**src/rtl/alu_operand_loader_if.sv**
```systemverilog
// ---------------------------------------------------------------------------
// alu_operand_loader_if
//   Bundle of the operand loader's button/data inputs and its captured ALU
//   operand outputs. Clock and reset stay outside the bundle.
//
//   master : drives load_btn, clear, in_data; observes the captured set
//   slave  : the loader itself
//
//   load_btn        raw push-button load request (asynchronous to tclk)
//   clear           synchronous abort back to the first state
//   in_data[N]      shared data for operand A, operand B and opcode
//   op_a[N]         captured operand A
//   op_b[N]         captured operand B
//   control[4]      captured ALU opcode
//   operands_valid  high while op_a/op_b/control form a complete set
//   issue           one-cycle pulse when a set completes
//   state[2]        current FSM state code (debug LEDs)
// ---------------------------------------------------------------------------
interface alu_operand_loader_if #(
    parameter int N = 4
);
    logic         load_btn;
    logic         clear;
    logic [N-1:0] in_data;
    logic [N-1:0] op_a;
    logic [N-1:0] op_b;
    logic [3:0]   control;
    logic         operands_valid;
    logic         issue;
    logic [1:0]   state;

    modport master (
        output load_btn,
        output clear,
        output in_data,
        input  op_a,
        input  op_b,
        input  control,
        input  operands_valid,
        input  issue,
        input  state
    );

    modport slave (
        input  load_btn,
        input  clear,
        input  in_data,
        output op_a,
        output op_b,
        output control,
        output operands_valid,
        output issue,
        output state
    );
endinterface

```
**src/rtl/alu_operand_loader.sv**
```systemverilog
// ---------------------------------------------------------------------------
// alu_operand_loader
//   Loads operand A, operand B and a 4-bit opcode one after another from a
//   shared data input, one value per push-button press. The button is
//   synchronized with two flops and edge-detected with a third, so holding it
//   down produces exactly one load.
//
//   tclk    : single clock, all state changes on its rising edge
//   reset   : asynchronous active-low reset, clears every flop immediately
//   bus     : alu_operand_loader_if.slave (button, clear, data in;
//             captured operands, opcode, valid, issue, state out)
//
//   State table
//     state  | code | meaning
//     S_A    | 00   | waiting for operand A
//     S_B    | 01   | waiting for operand B
//     S_OP   | 10   | waiting for opcode
//     S_DONE | 11   | complete set presented; next press starts a new set
//
//   N must be at least 4 (opcode is taken from in_data[3:0]).
// ---------------------------------------------------------------------------
module alu_operand_loader #(
    parameter int N = 4
) (
    input logic                 tclk,
    input logic                 reset,
    alu_operand_loader_if.slave bus
);

    localparam logic [1:0] S_A    = 2'b00;
    localparam logic [1:0] S_B    = 2'b01;
    localparam logic [1:0] S_OP   = 2'b10;
    localparam logic [1:0] S_DONE = 2'b11;

    logic         btn_meta_q;
    logic         btn_sync_q;
    logic         btn_prev_q;
    logic         load_evt;

    logic [1:0]   state_q,   state_d;
    logic [N-1:0] op_a_q,    op_a_d;
    logic [N-1:0] op_b_q,    op_b_d;
    logic [3:0]   control_q, control_d;
    logic         valid_q,   valid_d;
    logic         issue_q,   issue_d;

    // Synchronizer and edge-detect flops; clear deliberately does not touch
    // them so a press held across a clear is not seen twice.
    always_ff @(posedge tclk or negedge reset) begin
        if (!reset) begin
            btn_meta_q <= 1'b0;
            btn_sync_q <= 1'b0;
            btn_prev_q <= 1'b0;
        end else begin
            btn_meta_q <= bus.load_btn;
            btn_sync_q <= btn_meta_q;
            btn_prev_q <= btn_sync_q;
        end
    end

    assign load_evt = btn_sync_q & ~btn_prev_q;

    always_comb begin
        state_d   = state_q;
        op_a_d    = op_a_q;
        op_b_d    = op_b_q;
        control_d = control_q;
        issue_d   = 1'b0;

        if (bus.clear) begin
            state_d   = S_A;
            op_a_d    = '0;
            op_b_d    = '0;
            control_d = '0;
        end else if (load_evt) begin
            case (state_q)
                S_A: begin
                    op_a_d  = bus.in_data;
                    state_d = S_B;
                end
                S_B: begin
                    op_b_d  = bus.in_data;
                    state_d = S_OP;
                end
                S_OP: begin
                    control_d = bus.in_data[3:0];
                    state_d   = S_DONE;
                    issue_d   = 1'b1;
                end
                S_DONE: begin
                    // New set starts; op_b/control keep the previous values
                    // until they are overwritten.
                    op_a_d  = bus.in_data;
                    state_d = S_B;
                end
                default: state_d = S_A;
            endcase
        end

        // Registered so valid tracks the state register exactly.
        valid_d = (state_d == S_DONE);
    end

    always_ff @(posedge tclk or negedge reset) begin
        if (!reset) begin
            state_q   <= S_A;
            op_a_q    <= '0;
            op_b_q    <= '0;
            control_q <= '0;
            valid_q   <= 1'b0;
            issue_q   <= 1'b0;
        end else begin
            state_q   <= state_d;
            op_a_q    <= op_a_d;
            op_b_q    <= op_b_d;
            control_q <= control_d;
            valid_q   <= valid_d;
            issue_q   <= issue_d;
        end
    end

    assign bus.op_a           = op_a_q;
    assign bus.op_b           = op_b_q;
    assign bus.control        = control_q;
    assign bus.operands_valid = valid_q;
    assign bus.issue          = issue_q;
    assign bus.state          = state_q;

endmodule
```
**src/flat_wrapper.sv**
```systemverilog
// flat-port wrapper written by rule: the top's interface ports become plain ports
module alu_operand_loader_flat 
#(
    parameter int N = 4
)
  (tclk, reset, bus_load_btn, bus_clear, bus_in_data, bus_op_a, bus_op_b, bus_control, bus_operands_valid, bus_issue, bus_state);
  alu_operand_loader_if #(.N(N)) bus_i ();
  input logic tclk;
  input logic reset;
  input wire logic [$bits(bus_i.load_btn)-1:0] bus_load_btn;
  input wire logic [$bits(bus_i.clear)-1:0] bus_clear;
  input wire logic [$bits(bus_i.in_data)-1:0] bus_in_data;
  output wire logic [$bits(bus_i.op_a)-1:0] bus_op_a;
  output wire logic [$bits(bus_i.op_b)-1:0] bus_op_b;
  output wire logic [$bits(bus_i.control)-1:0] bus_control;
  output wire logic [$bits(bus_i.operands_valid)-1:0] bus_operands_valid;
  output wire logic [$bits(bus_i.issue)-1:0] bus_issue;
  output wire logic [$bits(bus_i.state)-1:0] bus_state;
  assign bus_i.load_btn = bus_load_btn;
  assign bus_i.clear = bus_clear;
  assign bus_i.in_data = bus_in_data;
  assign bus_op_a = bus_i.op_a;
  assign bus_op_b = bus_i.op_b;
  assign bus_control = bus_i.control;
  assign bus_operands_valid = bus_i.operands_valid;
  assign bus_issue = bus_i.issue;
  assign bus_state = bus_i.state;
  alu_operand_loader #(.N(N)) u_core (.tclk(tclk), .reset(reset), .bus(bus_i));
endmodule
```
**config.mk**
```make
export PLATFORM = sky130hd
export DESIGN_NAME = alu_operand_loader_flat
export DESIGN_NICKNAME = d
export VERILOG_FILES = /design/src/rtl/alu_operand_loader_if.sv /design/src/rtl/alu_operand_loader.sv /design/src/flat_wrapper.sv
export SDC_FILE = /design/constraint.sdc
export NUM_CORES = 1
export LEC_CHECK = 0
export BUFFER_PORTS_ARGS = -buffer_cell sky130_fd_sc_hd__buf_2
export CAP_MARGIN = 20
export CORE_ASPECT_RATIO = 0.75
export CORE_MARGIN = 10
export CORE_UTILIZATION = 43
export CTS_CLUSTER_DIAMETER = 30
export DETAILED_ROUTE_END_ITERATION = 12
export GPL_ROUTABILITY_DRIVEN = 0
export PLACE_DENSITY = 0.69
export SLEW_MARGIN = 10
export SYNTH_ARGS = -nofsm -noshare
export SYNTH_HDL_FRONTEND = slang
export SYNTH_SLANG_ARGS = --single-unit
```
**constraint.sdc**
```tcl
create_clock -name tclk -period 1.2 [get_ports tclk]
set_input_delay 0.06 -clock tclk [delete_from_list [all_inputs] [get_ports tclk]]
set_output_delay 0.06 -clock tclk [all_outputs]
set_load 0.02 [all_outputs]
```
==> qor.yml <==
p_per_area_mw_per_mm2: 1134
vias: 695
wl_um: 1988
synth_edf_count: 0
start_kind: "flop"
hp-class: "primary input to flop"
instances_no_fill: 134
die_y_um: 57.26
setup_viol_count_final: 4
clockBufferDepth: 2
finalHoldViolCount: 0
overflow: 0
ys_warn_count: 0
num_io_pins: 24
cts_inserted_buffers: 3
fin_ws_ns: -0.01610
path_clk_slew_ns: 0.11
initial_core_util_pct: 45.72
dpl.cell_count: 123
synth_top_cell_area_share_pct: 59.75
port_buffers: 23
period_share_pct: 101.3
syn_nets: 88
die_area_mm2: 0.003989
maxCapViolCount: 0
yosys-top-cells-area: "dfrtp_1 (60%), a21oi_1 (7.5%), nand3_1 (7.5%), nand2_1 (6.1%), ha_1 (4.7%)"
max-vdd-ir-drop_mv: 0.6446
cp.required_ns: 1.39
synth_area_um2: 795.8
via_per_inst: 5.187
core_area_mm2: 0.001740
violations: "setup timing"
die_x_um: 69.68
max_slew_margin_pct: 71.84
synth_area_leader_cell: "dfrtp_1"
grt_max_degree: 20
rows: 13
rsz0062_at_grt: "yes"
synth.avg_cell_area_um2: 10.33
min_period_ns: 1.216
clock_skew_ns: 0.006089
cts_root_buf: "clkbuf_4"
clock_latency_ns: 0.30
synth-seq-cells: 19
final_antenna_net_count: 0
criticalPathCategory: "flop to flop"
antenna_found_initial: 0
finalCoreUtilization_pct: 61.25
yosysMostFrequentCell: "dfrtp_1"
cp.arrival_ns: 1.40
drive_above_1_share_pct: 41.07
drc: 0
track_usage_pct: 9.561
grt_pass1_vias: 702
synthCells: 77
n_antenna_cell: 0
htree_levels: 1
max_freq_ghz: 0.8223
fin_tns_setup_ns: -0.03344
drt_iter0_drc: 48
post-dp-hpwl_um: 1422
avgRoutedWirePerCell_um: 14.84
finalPower_mw: 1.209
cp-end-kind: "flop"
cp_max_fo: 5
outcome: "complete, but fails checks"
worst_pin_slew_ns: 0.4225
synthTopCellsByCount: "dfrtp_1 (19), nand2_1 (13), a21oi_1 (12), nand3_1 (12), nor2_1 (4)"
p_leak_nw: 0.5213
tritoncts: "yes"
final_nets: 124
ys_types: 17
slew_violations: 0
synthFlopType: "dfrtp_1"
cts_sinks: 19
syn2layout_area_growth_pct: 33.96
grt_pass1_wl_um: 3125
async_flop_share_pct: 100.0
drt_first_pass_iters: 4
yosysSeqAreaShare_pct: 59.75
fillers: 147
critical path, stage by stage, from the launching register on:
cell and delay [ns]:
dfrtp_2 0.47, ha_4 0.28, nand3b_1 0.17, nand2_1 0.12, a21oi_1 0.06
cells in the final DEF, fill, tap and decap left out:
cell type / instances
a21oi_1: 12
buf_6: 2
o21ai_1: 1
buf_4: 9
or3_4: 1
clkbuf_4: 3
clkinv_2: 1
nor2_1: 4
nand2_1: 13
a21oi_2: 1
a211oi_1: 1
buf_2: 22
nand3_1: 12
ha_1: 1
nand3b_1: 3
ha_2: 1
nor2b_4: 1
dfrtp_2: 2
ha_4: 1
dlygate4sd3_1: 2
dfrtp_1: 17
inv_2: 2
path summary, 6_finish.rpt:
path                                     start                    end  slack (ns)  cells past startpoint
min in group asynchronous                reset     u_core.bus.op_a[3]        0.21                      2
min                             bus_in_data[0]  u_core.bus.control[0]        0.03                      3
min reg2reg                  u_core.btn_meta_q      u_core.btn_sync_q        0.36                      0
max                        u_core.bus.state[1]     u_core.bus.op_a[0]       -0.02                      4
max in group asynchronous                reset    u_core.bus.state[0]        0.66                      2
max reg2reg                u_core.bus.state[1]     u_core.bus.op_a[0]       -0.02                      4
kinds of logic after synthesis:
kind of cell    share of synthesized area [%]
fa+ha+maj                               4.717
simple gates                            20.91
buf+inv                                 4.402
flops                                   59.75
compound gates                          10.22
where the power goes:
group	leakage, nW	internal [mW]	switching [mW]	total, mW
sequential	0.252	0.663	0.0161	0.679
combinational	0.251	0.0891	0.117	0.206
clock	0.0177	0.124	0.200	0.324
total	0.521	0.877	0.332	1.21
through the flow:
stage          cell area, um^2  hold WS (ns)  setup slack (ns)
6_report                  1066       0.02598          -0.01610
4_1_cts                   1033       0.01940         -0.002591
2_1_floorplan            810.8       -0.2356           0.01755
3_5_place_dp             963.4       0.02680          -0.02586
3_3_place_gp             963.4       0.01499           0.03060
5_1_grt                   1066      0.008688          -0.07380
state kept, by name, summed over array words and instances, names as in the netlist:
name / cells
u_core.btn_prev_q: 1
u_core.bus.operands_valid: 1
u_core.btn_meta_q: 1
u_core.bus.op_a: 4
u_core.bus.op_b: 4
u_core.bus.state: 2
u_core.bus.control: 4
u_core.btn_sync_q: 1
u_core.bus.issue: 1
layer usage:
| layer | global-route usage, % | vias to the layer above | share of wire, % |
|---|---|---|---|
| met4 | 1.685 | 0 | 0.40 |
| li1 | - | 329 | - |
| met2 | 16.67 | 22 | 49 |
| met3 | 5.181 | 3 | 6.5 |
| met5 | 0 | - | 0 |
| met1 | 10.22 | 341 | 44 |
area by class of cell:
class	instances	area [um^2]	area share, %
clock buffer	3	22.52	2.113
clock inverter	1	5.005	0.4695
inverter	2	7.507	0.7042
multi-input combinational	52	305.3	28.64
sequential	19	478.0	44.84
tap	22	27.53	2.582
timing repair buffer	35	220.2	20.66
timing repair:
action / CTS / global route
gates resized for setup: 4 / 3
hold buffers: 2 / 0
setup endpoints to repair: 9 / 11
endpoints found under the hold margin: 20 / 0
buffers inserted: 2 / 3
pin swaps: 7 / 9
(Power assumes the default switching activity.)
